## src/rtl/ps2_cursor_pkg.sv

```systemverilog
// Shared constants and types for the PS/2 cursor tracker.
package ps2_cursor_pkg;

  // FSM encoding
  localparam logic [1:0] ST_IDLE  = 2'd0;
  localparam logic [1:0] ST_CALC  = 2'd1;
  localparam logic [1:0] ST_CLAMP = 2'd2;
  localparam logic [1:0] ST_DRAW  = 2'd3;

  // Default screen geometry
  localparam int H_RES_DEF = 640;
  localparam int V_RES_DEF = 480;

  // Button bit positions inside btn_in / btn_state / btn_press
  localparam int BTN_L = 0;
  localparam int BTN_R = 1;
  localparam int BTN_M = 2;

  // One decoded mouse packet
  typedef struct packed {
    logic signed [8:0] dx;
    logic signed [8:0] dy;
    logic [2:0]        btn;
  } pkt_t;

endpackage

```

## src/rtl/cursor_axis_clamp.sv

```systemverilog
// Clamps a signed candidate coordinate into the unsigned range [0, MAX].
module cursor_axis_clamp #(
  parameter int W   = 10,
  parameter int MAX = 639,
  parameter int SW  = 12
) (
  input  logic signed [SW-1:0] sum_i,
  output logic [W-1:0]         pos_o
);

  localparam logic signed [SW-1:0] MAX_S = SW'(MAX);

  // Negative sums pin to 0, anything past the edge pins to MAX.
  always_comb begin
    if (sum_i[SW-1])        pos_o = '0;
    else if (sum_i > MAX_S) pos_o = W'(MAX);
    else                    pos_o = sum_i[W-1:0];
  end

endmodule

```

## src/rtl/ps2_cursor_tracker.sv

```systemverilog
// Absolute, screen-clamped cursor from PS/2 relative packets, with button
// edge detection and a req/ack draw request while the left button is held.
module ps2_cursor_tracker
  import ps2_cursor_pkg::*;
#(
  parameter int H_RES      = H_RES_DEF,
  parameter int V_RES      = V_RES_DEF,
  parameter int XW         = 10,
  parameter int YW         = 9,
  parameter int SENS_SHIFT = 0
) (
  input  logic              clk,
  input  logic              rst_n,
  input  logic              pkt_valid,
  input  logic signed [8:0] delta_x,
  input  logic signed [8:0] delta_y,
  input  logic [2:0]        btn_in,
  output logic [XW-1:0]     cursor_x,
  output logic [YW-1:0]     cursor_y,
  output logic [2:0]        btn_state,
  output logic [2:0]        btn_press,
  output logic              pos_valid,
  output logic              draw_req,
  input  logic              draw_ack,
  output logic              pkt_dropped
);

  // Sum width: widest axis + sign bit + one bit of headroom + sensitivity shift.
  localparam int SW = ((XW > YW) ? XW : YW) + SENS_SHIFT + 2;

  logic [1:0]        state_q, state_d;
  pkt_t              work_q, work_d;
  pkt_t              pend_q, pend_d;
  logic              pend_full_q, pend_full_d;
  logic signed [SW-1:0] sx_q, sx_d, sy_q, sy_d;
  logic [XW-1:0]     cursor_x_q, cursor_x_d;
  logic [YW-1:0]     cursor_y_q, cursor_y_d;
  logic [2:0]        btn_state_q, btn_state_d;
  logic [2:0]        btn_press_q, btn_press_d;
  logic              pos_valid_q, pos_valid_d;
  logic              draw_req_q, draw_req_d;
  logic              pkt_dropped_q, pkt_dropped_d;

  pkt_t              pkt_in;
  logic signed [SW-1:0] dx_ext, dy_ext, cx_ext, cy_ext;
  logic [XW-1:0]     clamp_x;
  logic [YW-1:0]     clamp_y;

  assign pkt_in = '{dx: delta_x, dy: delta_y, btn: btn_in};

  assign dx_ext = $signed({{(SW-9){work_q.dx[8]}}, work_q.dx}) <<< SENS_SHIFT;
  assign dy_ext = $signed({{(SW-9){work_q.dy[8]}}, work_q.dy}) <<< SENS_SHIFT;
  assign cx_ext = $signed({{(SW-XW){1'b0}}, cursor_x_q});
  assign cy_ext = $signed({{(SW-YW){1'b0}}, cursor_y_q});

  cursor_axis_clamp #(.W(XW), .MAX(H_RES-1), .SW(SW)) u_clamp_x (
    .sum_i (sx_q),
    .pos_o (clamp_x)
  );

  cursor_axis_clamp #(.W(YW), .MAX(V_RES-1), .SW(SW)) u_clamp_y (
    .sum_i (sy_q),
    .pos_o (clamp_y)
  );

  // FSM sequencing, pending-buffer management and output pulse generation.
  always_comb begin
    state_d       = state_q;
    work_d        = work_q;
    pend_d        = pend_q;
    pend_full_d   = pend_full_q;
    sx_d          = sx_q;
    sy_d          = sy_q;
    cursor_x_d    = cursor_x_q;
    cursor_y_d    = cursor_y_q;
    btn_state_d   = btn_state_q;
    btn_press_d   = '0;
    pos_valid_d   = 1'b0;
    draw_req_d    = draw_req_q;
    pkt_dropped_d = 1'b0;

    case (state_q)
      ST_IDLE: begin
        // Buffered packet is older, so it goes first; a same-cycle arrival refills the slot.
        if (pend_full_q) begin
          work_d  = pend_q;
          state_d = ST_CALC;
          if (pkt_valid) pend_d = pkt_in;
          else           pend_full_d = 1'b0;
        end else if (pkt_valid) begin
          work_d  = pkt_in;
          state_d = ST_CALC;
        end
      end
      ST_CALC: begin
        // PS/2 Y is positive-up while screen rows grow downward.
        sx_d    = cx_ext + dx_ext;
        sy_d    = cy_ext - dy_ext;
        state_d = ST_CLAMP;
      end
      ST_CLAMP: begin
        cursor_x_d  = clamp_x;
        cursor_y_d  = clamp_y;
        btn_state_d = work_q.btn;
        btn_press_d = work_q.btn & ~btn_state_q;
        pos_valid_d = 1'b1;
        state_d     = work_q.btn[BTN_L] ? ST_DRAW : ST_IDLE;
      end
      ST_DRAW: begin
        // Ack only counts once the request is actually visible downstream.
        if (draw_req_q && draw_ack) begin
          draw_req_d = 1'b0;
          state_d    = ST_IDLE;
        end else begin
          draw_req_d = 1'b1;
        end
      end
      default: state_d = ST_IDLE;
    endcase

    // Packets arriving while busy: keep the oldest, report the overflow.
    if (state_q != ST_IDLE && pkt_valid) begin
      if (!pend_full_q) begin
        pend_d      = pkt_in;
        pend_full_d = 1'b1;
      end else begin
        pkt_dropped_d = 1'b1;
      end
    end
  end

  // State registers; reset parks the cursor at screen centre.
  always_ff @(posedge clk or negedge rst_n) begin
    if (!rst_n) begin
      state_q       <= ST_IDLE;
      work_q        <= '0;
      pend_q        <= '0;
      pend_full_q   <= 1'b0;
      sx_q          <= '0;
      sy_q          <= '0;
      cursor_x_q    <= XW'(H_RES / 2);
      cursor_y_q    <= YW'(V_RES / 2);
      btn_state_q   <= '0;
      btn_press_q   <= '0;
      pos_valid_q   <= 1'b0;
      draw_req_q    <= 1'b0;
      pkt_dropped_q <= 1'b0;
    end else begin
      state_q       <= state_d;
      work_q        <= work_d;
      pend_q        <= pend_d;
      pend_full_q   <= pend_full_d;
      sx_q          <= sx_d;
      sy_q          <= sy_d;
      cursor_x_q    <= cursor_x_d;
      cursor_y_q    <= cursor_y_d;
      btn_state_q   <= btn_state_d;
      btn_press_q   <= btn_press_d;
      pos_valid_q   <= pos_valid_d;
      draw_req_q    <= draw_req_d;
      pkt_dropped_q <= pkt_dropped_d;
    end
  end

  assign cursor_x    = cursor_x_q;
  assign cursor_y    = cursor_y_q;
  assign btn_state   = btn_state_q;
  assign btn_press   = btn_press_q;
  assign pos_valid   = pos_valid_q;
  assign draw_req    = draw_req_q;
  assign pkt_dropped = pkt_dropped_q;

endmodule
```

## config.mk

```make
export PLATFORM = sky130hd
export DESIGN_NAME = ps2_cursor_tracker
export DESIGN_NICKNAME = d
export VERILOG_FILES = /design/src/rtl/ps2_cursor_pkg.sv /design/src/rtl/cursor_axis_clamp.sv /design/src/rtl/ps2_cursor_tracker.sv
export SDC_FILE = /design/constraint.sdc
export NUM_CORES = 1
export LEC_CHECK = 0
export BUFFER_PORTS_ARGS = -buffer_cell sky130_fd_sc_hd__buf_2
export CORE_MARGIN = 2
export CORE_UTILIZATION = 40
export CTS_BUF_LIST = sky130_fd_sc_hd__clkbuf_2 sky130_fd_sc_hd__clkbuf_4 sky130_fd_sc_hd__clkbuf_8
export CTS_CLUSTER_DIAMETER = 150
export DETAILED_ROUTE_END_ITERATION = 7
export GPL_TIMING_DRIVEN = 0
export PLACE_DENSITY = 0.64
export SYNTH_ARGS = -nofsm -noshare
export SYNTH_HDL_FRONTEND = slang
export SYNTH_SLANG_ARGS = --single-unit
export TNS_END_PERCENT = 20
```

## constraint.sdc

```tcl
create_clock -name clk -period 5.9 [get_ports clk]
set_input_delay 0.59 -clock clk [delete_from_list [all_inputs] [get_ports clk]]
set_output_delay 0.59 -clock clk [all_outputs]
set_load 0.01 [all_outputs]
```

# --- Word level (Yosys, flattened, before mapping) ---
# Cells that the tools add are included.
classes:
  n_addsub: 2
  mul: 0
  n_div: 0
  order_cmp: 2
  eq_ne: 5
  shifts: 0
  n_mux: 26
  bitwise: 2
  n_reduce_logical: 7
op_table:
  columns: ["op", "n"]
  rows:
  - ["$mux W21", 7]
  - ["$mux W10", 2]
  - ["$mux W9", 2]
  - ["$add A11 B9 Y12", 1]
  - ["$gt A12 B10 Y1 const B", 1]
  - ["$gt A12 B11 Y1 const B", 1]
  - ["$sub A10 B9 Y11", 1]
  - ["$mux W1", 9]
  - ["$mux W2", 4]
  - ["$pmux W2 S4", 1]
  - ["$eq A2 B2 Y1 const B", 2]
  - ["$reduce_and A2 Y1", 2]
  - ["$reduce_bool A2 Y1", 2]
  - ["$and A3 B3 Y3", 1]
  - ["$mux W3", 1]
  - ["$ne A3 B3 Y1 const B", 1]
  - ["$not A3 Y3", 1]
  - ["$eq A2 B1 Y1 const B", 1]
  - ["$logic_and A1 B1 Y1", 2]
  - ["$logic_not A2 Y1", 1]
  - ["$ne A2 B2 Y1 const B", 1]
totals:
  ff_bits: 97
  latchBits: 0
  ramBits: 0
  rom_bits: 0
  in_bits: 25
  memories: 0

# --- Longest topological paths before layout ---
depth:
  word_depth: 5
  ltp_mapped: 8
  ltp_nobuf: 8

# --- Modules after synthesis ---
# A second synthesis with hierarchy kept.
unflattened:
  hier_cells: 465
  area_unflattened_um2: 4928.5
modules_own_cells:
  columns: ["module", "n_inst", "cells_per_inst", "area_each_um2"]
  rows:
  - ["ps2_cursor_tracker", 1, 421, 4690.7]
  - ["cursor_axis_clamp", 2, 22, 118.9]

# --- Least setup slack after synthesis ---
# OpenSTA, ideal clock, no wires.
synth_timing:
  path_kind: "register -> register"
  start: "register cursor_x_q[0], in the netlist cursor_x[0]"
  end: "register sx_q[10]"
  t_arrival_ps: 1838
  required_time_ps: 5805
  path_slack_ps: 3967
  path_stages_with_launch: 8
  path_buffers: 0
  cell_sequence: "dfrtp_1 ha_1 fa_1 a21oi_1 o211a_1 nor3b_1 o21a_1 o31ai_1"
synth_between:
  elab_chain_len: 1
synth_lines:
  columns: ["element", "line_no", "rtl"]
  rows:
  - ["start, declared", "ps2_cursor_tracker.sv:36", "logic [XW-1:0] cursor_x_q, cursor_x_d;"]
  - ["start signal, assigned", "ps2_cursor_tracker.sv:141", "cursor_x_q <= XW'(H_RES / 2);"]
  - ["start signal, assigned", "ps2_cursor_tracker.sv:155", "cursor_x_q <= cursor_x_d;"]
  - ["$add A11 B9 Y12", "ps2_cursor_tracker.sv:97", "sx_d = cx_ext + dx_ext;"]
  - ["end signal, assigned", "ps2_cursor_tracker.sv:139", "sx_q <= '0;"]
  - ["end signal, assigned", "ps2_cursor_tracker.sv:153", "sx_q <= sx_d;"]
  - ["end, declared", "ps2_cursor_tracker.sv:35", "logic signed [SW-1:0] sx_q, sx_d, sy_q, sy_d;"]
# Every way passes these cells.
# A chain may end at the register's enable or synchronous reset.

# --- Worst setup path in the final report ---
layout_timing:
  start: "register cursor_x_q[3], in the netlist cursor_x[3]"
  end: "register sx_q[11]"
# The elaborated chain is that of the path after synthesis.

==> summary.md <==
| Metric | Value |
|---|---|
| Max Freq | `478.6 MHz` |
| Max-cap viol count | `0` |
| Vias in the first global route | `3461` |
| Drt pass-1 iters | `4` |
| Syn-to-layout area delta | `14.33%` |
| Seq. cell area | `0.002410 mm2` |
| Resized cells post-CTS | `0` |
| RR Endpoint | `sx_q[11]` |
| Final net count | `578` |
| CP max FO | `3` |
| Number of CTS-inserted buffers | `9` |
| Most frequent cells after synthesis | `dfrtp_1, nand2_1, nor2_1` |
| Worst endpoint required time | `6.21 ns` |
| Cells after DPL | `662` |
| Antenna-violating nets left | `0` |
| Worst Path Arrival | `2.40 ns` |
| Clock transition at path regs | `0.09 ns` |
| DR DRC count | `0` |
| R2r setup slk | `3.81 ns` |
| Leakage | `2.629 nW` |
| Share of post-route cells with drive strength above 1 | `0.2004` |
| Peak VDD IR | `0.0002579 V` |
| Switch share | `0.4209` |
| Reg-to-Reg Start | `cursor_x[3]` |
| Syn_area_per_cell | `10.17 um2` |
| First-pass GRT wire length | `17.05 mm` |
| Yosys cell types | `46` |
| Initial core utilization | `0.4133` |
| Final Critical Period | `2.090 ns` |
| Total power | `3.484 mW` |
| Clock sinks | `96` |
| Hold Buf Count CTS | `0` |
| Cell with the most instances after synthesis | `dfrtp_1` |
| Net Sw Power | `1.467 mW` |
| Final cycle utilization of the critical path | `0.3542` |
| Initial DRC Count | `167` |
| DR vias | `3479` |
| # setup viols final | `0` |
| Sequential share of the synthesized area | `0.5084` |
| Internal power component | `2.017 mW` |
| DR WL/cell | `14.78 um` |
| Grt ovf | `0` |
| Antenna diodes | `0` |
| Number of enable flip-flop cells after synthesis | `0` |
| Top FF cell, synth | `dfrtp_1` |
| CTS tree | `yes` |
| Seq pwr share | `0.355` |
| Multi-input gate area | `0.002155 mm2` |
| Worst Tran Pin Value | `0.6980 ns` |
| TNS Setup | `0 ns` |
| DIE AREA | `0.01274 mm2` |
| IO Port Bufs | `52` |
| RSZ-0062 raised after global routing | `false` |
| WS Path Type | `register to register` |
| Die X | `112.9 um` |
| Synth top area share | `0.4752` |
| HPWL Detailed | `7.592 mm` |
| Synth top area cells | `dfrtp_1, mux2_2, ha_1` |
| Net Count, Synth | `514` |
| Fill cells | `1062` |
| Clock Path Buffers | `2` |
| Core area | `0.01147 mm2` |
| Hold WC Path Type | `input pin to async pin` |
| Final slew viol count | `0` |
| Power Dens Cells | `642.9 mW/mm2` |
| GRT Resource Usage Total | `0.1675` |
| Area leader, netlist | `dfrtp_1` |
| Clk pwr share | `0.130` |
| Largest net degree at the start of global routing | `50` |
| #FFs+latches synth | `96` |
| I/O pins | `53` |
| CTS H-tree depth | `3` |
| Synth Instances | `466` |
| Yosys warning count | `0` |
| Logic pwr share | `0.515` |
| Startpoint types | `register` |
| Drt total wl | `10.01 mm` |
| Worst setup EP type | `register` |
| Clk Latency, worst-skew pair | `0.37 ns` |
| Root buffer cell | `clkbuf_8` |
| Chip Height | `112.9 um` |
| Initial antenna violation count | `0` |
| Fin. Hold Viols | `0` |
| R2R cell count | `6` |
| FFs w/ async S/R, synth | `1.000` |
| Setup repair bufs after CTS | `0` |
| Rel. slew slack | `0.5347` |
| Status | `finished, final reports clean` |
| Rows | `39` |
| Crit path capture | `sx_q[11]` |
| CP Launch Point | `cursor_x[3]` |
| RePlAce Congestion | `0.8226` |
| Post-detailed-route via-to-cell ratio | `5.139` |
| Post-Syn Area | `0.004740 mm2` |
| Max Clock Skew | `0.007080 ns` |
| Final non-filler cell total | `677` |
## final cells by class
| type | instances | area share |
|---|---|---|
| Inverter | 19 | 0.01316 |
| Clock inverter | 2 | 0.006927 |
| Clock buffer | 13 | 0.03186 |
| Tap cell | 143 | 0.03302 |
| Timing Repair Buffer | 53 | 0.05357 |
| Multi-Input combinational cell | 325 | 0.3976 |
| Buffer | 26 | 0.01916 |
| Sequential cell | 96 | 0.4447 |
## placed cells by master, fill, tap and decap left out, types with 4 or more instances in the layout
| cell type | instances |
|---|---|
| xnor2_1 | 11 |
| nand2_1 | 52 |
| inv_1 | 19 |
| clkbuf_1 | 18 |
| mux2i_1 | 21 |
| nor3b_1 | 4 |
| mux2_2 | 24 |
| nand3_1 | 5 |
| a31oi_1 | 5 |
| o21ai_0 | 28 |
| nor3_1 | 6 |
| buf_2 | 56 |
| dfstp_2 | 6 |
| nor2_1 | 48 |
| dfrtp_1 | 90 |
| a21o_1 | 6 |
| nand2b_1 | 4 |
| clkbuf_8 | 12 |
| o31ai_1 | 16 |
| ha_1 | 21 |
| a21oi_1 | 39 |
## critical path, cell delays in order, from the launching register on
cell and delay (ns):
dfrtp_1 0.43, ha_1 0.36, nand2_2 0.08, o31ai_2 0.36
a31oi_1 0.21, or4_1 0.49, nand3_1 0.09
## power groups by stage
stage | Sequential (mW) | Clock (mW) | Combinational (mW)
6_report | 1.24 | 0.453 | 1.79
4_1_cts | 1.24 | 0.460 | 1.81
3_5_place_dp | 1.25 | 0 | 1.80
3_3_place_gp | 1.24 | 0 | 1.75
5_1_grt | 1.28 | 0.489 | 2.04
2_1_floorplan | 1.21 | 0 | 1.35
## worst min path at each step
stage	from	end	slack, ns	cells past startpoint
floorplan	rst_n	btn_press[0]	0.29	0
global placement	btn_state[1]	btn_press[1]	0.43	1
detailed placement	btn_state[1]	btn_press[1]	0.44	1
CTS	rst_n	dx_ext[5]	0.25	1
global route	rst_n	dx_ext[5]	0.28	1
finish	rst_n	pend_q[16]	0.24	1
## per-layer routing
layer | vias up | share of wire | GRT usage
met5 | - | 0 | 0
met4 | 0 | 0.010 | 0.05122
met3 | 9 | 0.045 | 0.03856
met2 | 73 | 0.46 | 0.2643
met1 | 1656 | 0.48 | 0.2317
li1 | 1741 | - | -
## kinds of logic after synthesis
logic type	share of synthesized area
xor gates and xnor gates	0.02587
buffers and inverters	0.03696
muxes	0.1014
adders and majority gates	0.06389
DFF	0.5084
and+or+nand+nor	0.1257
AOI/OAI and AO/OA	0.1378
## through the flow
step	util	area (um2)	hold WS, ns	setup slack (ns)
6_report	0.4726	5419	0.2350	3.810
5_1_grt	0.4726	5419	0.2790	3.609
4_1_cts	0.4726	5419	0.2540	3.789
3_5_place_dp	0.4542	5209	0.4405	3.813
3_3_place_gp	0.4516	5179	0.4313	3.329
2_1_floorplan	-	4740	0.2944	3.967
## registers in the layout, indices dropped and copies added, names as in the netlist
signal	count
draw_req	1
pkt_dropped	1
dx_ext	9
sx_q	12
dy_ext	9
sy_q	11
pos_valid	1
pend_full_q	1
cursor_y	9
work_q	3
pend_q	21
state_q	2
cursor_x	10
btn_state	3
btn_press	3
No activity file was read; power rests on OpenSTA's default activity.
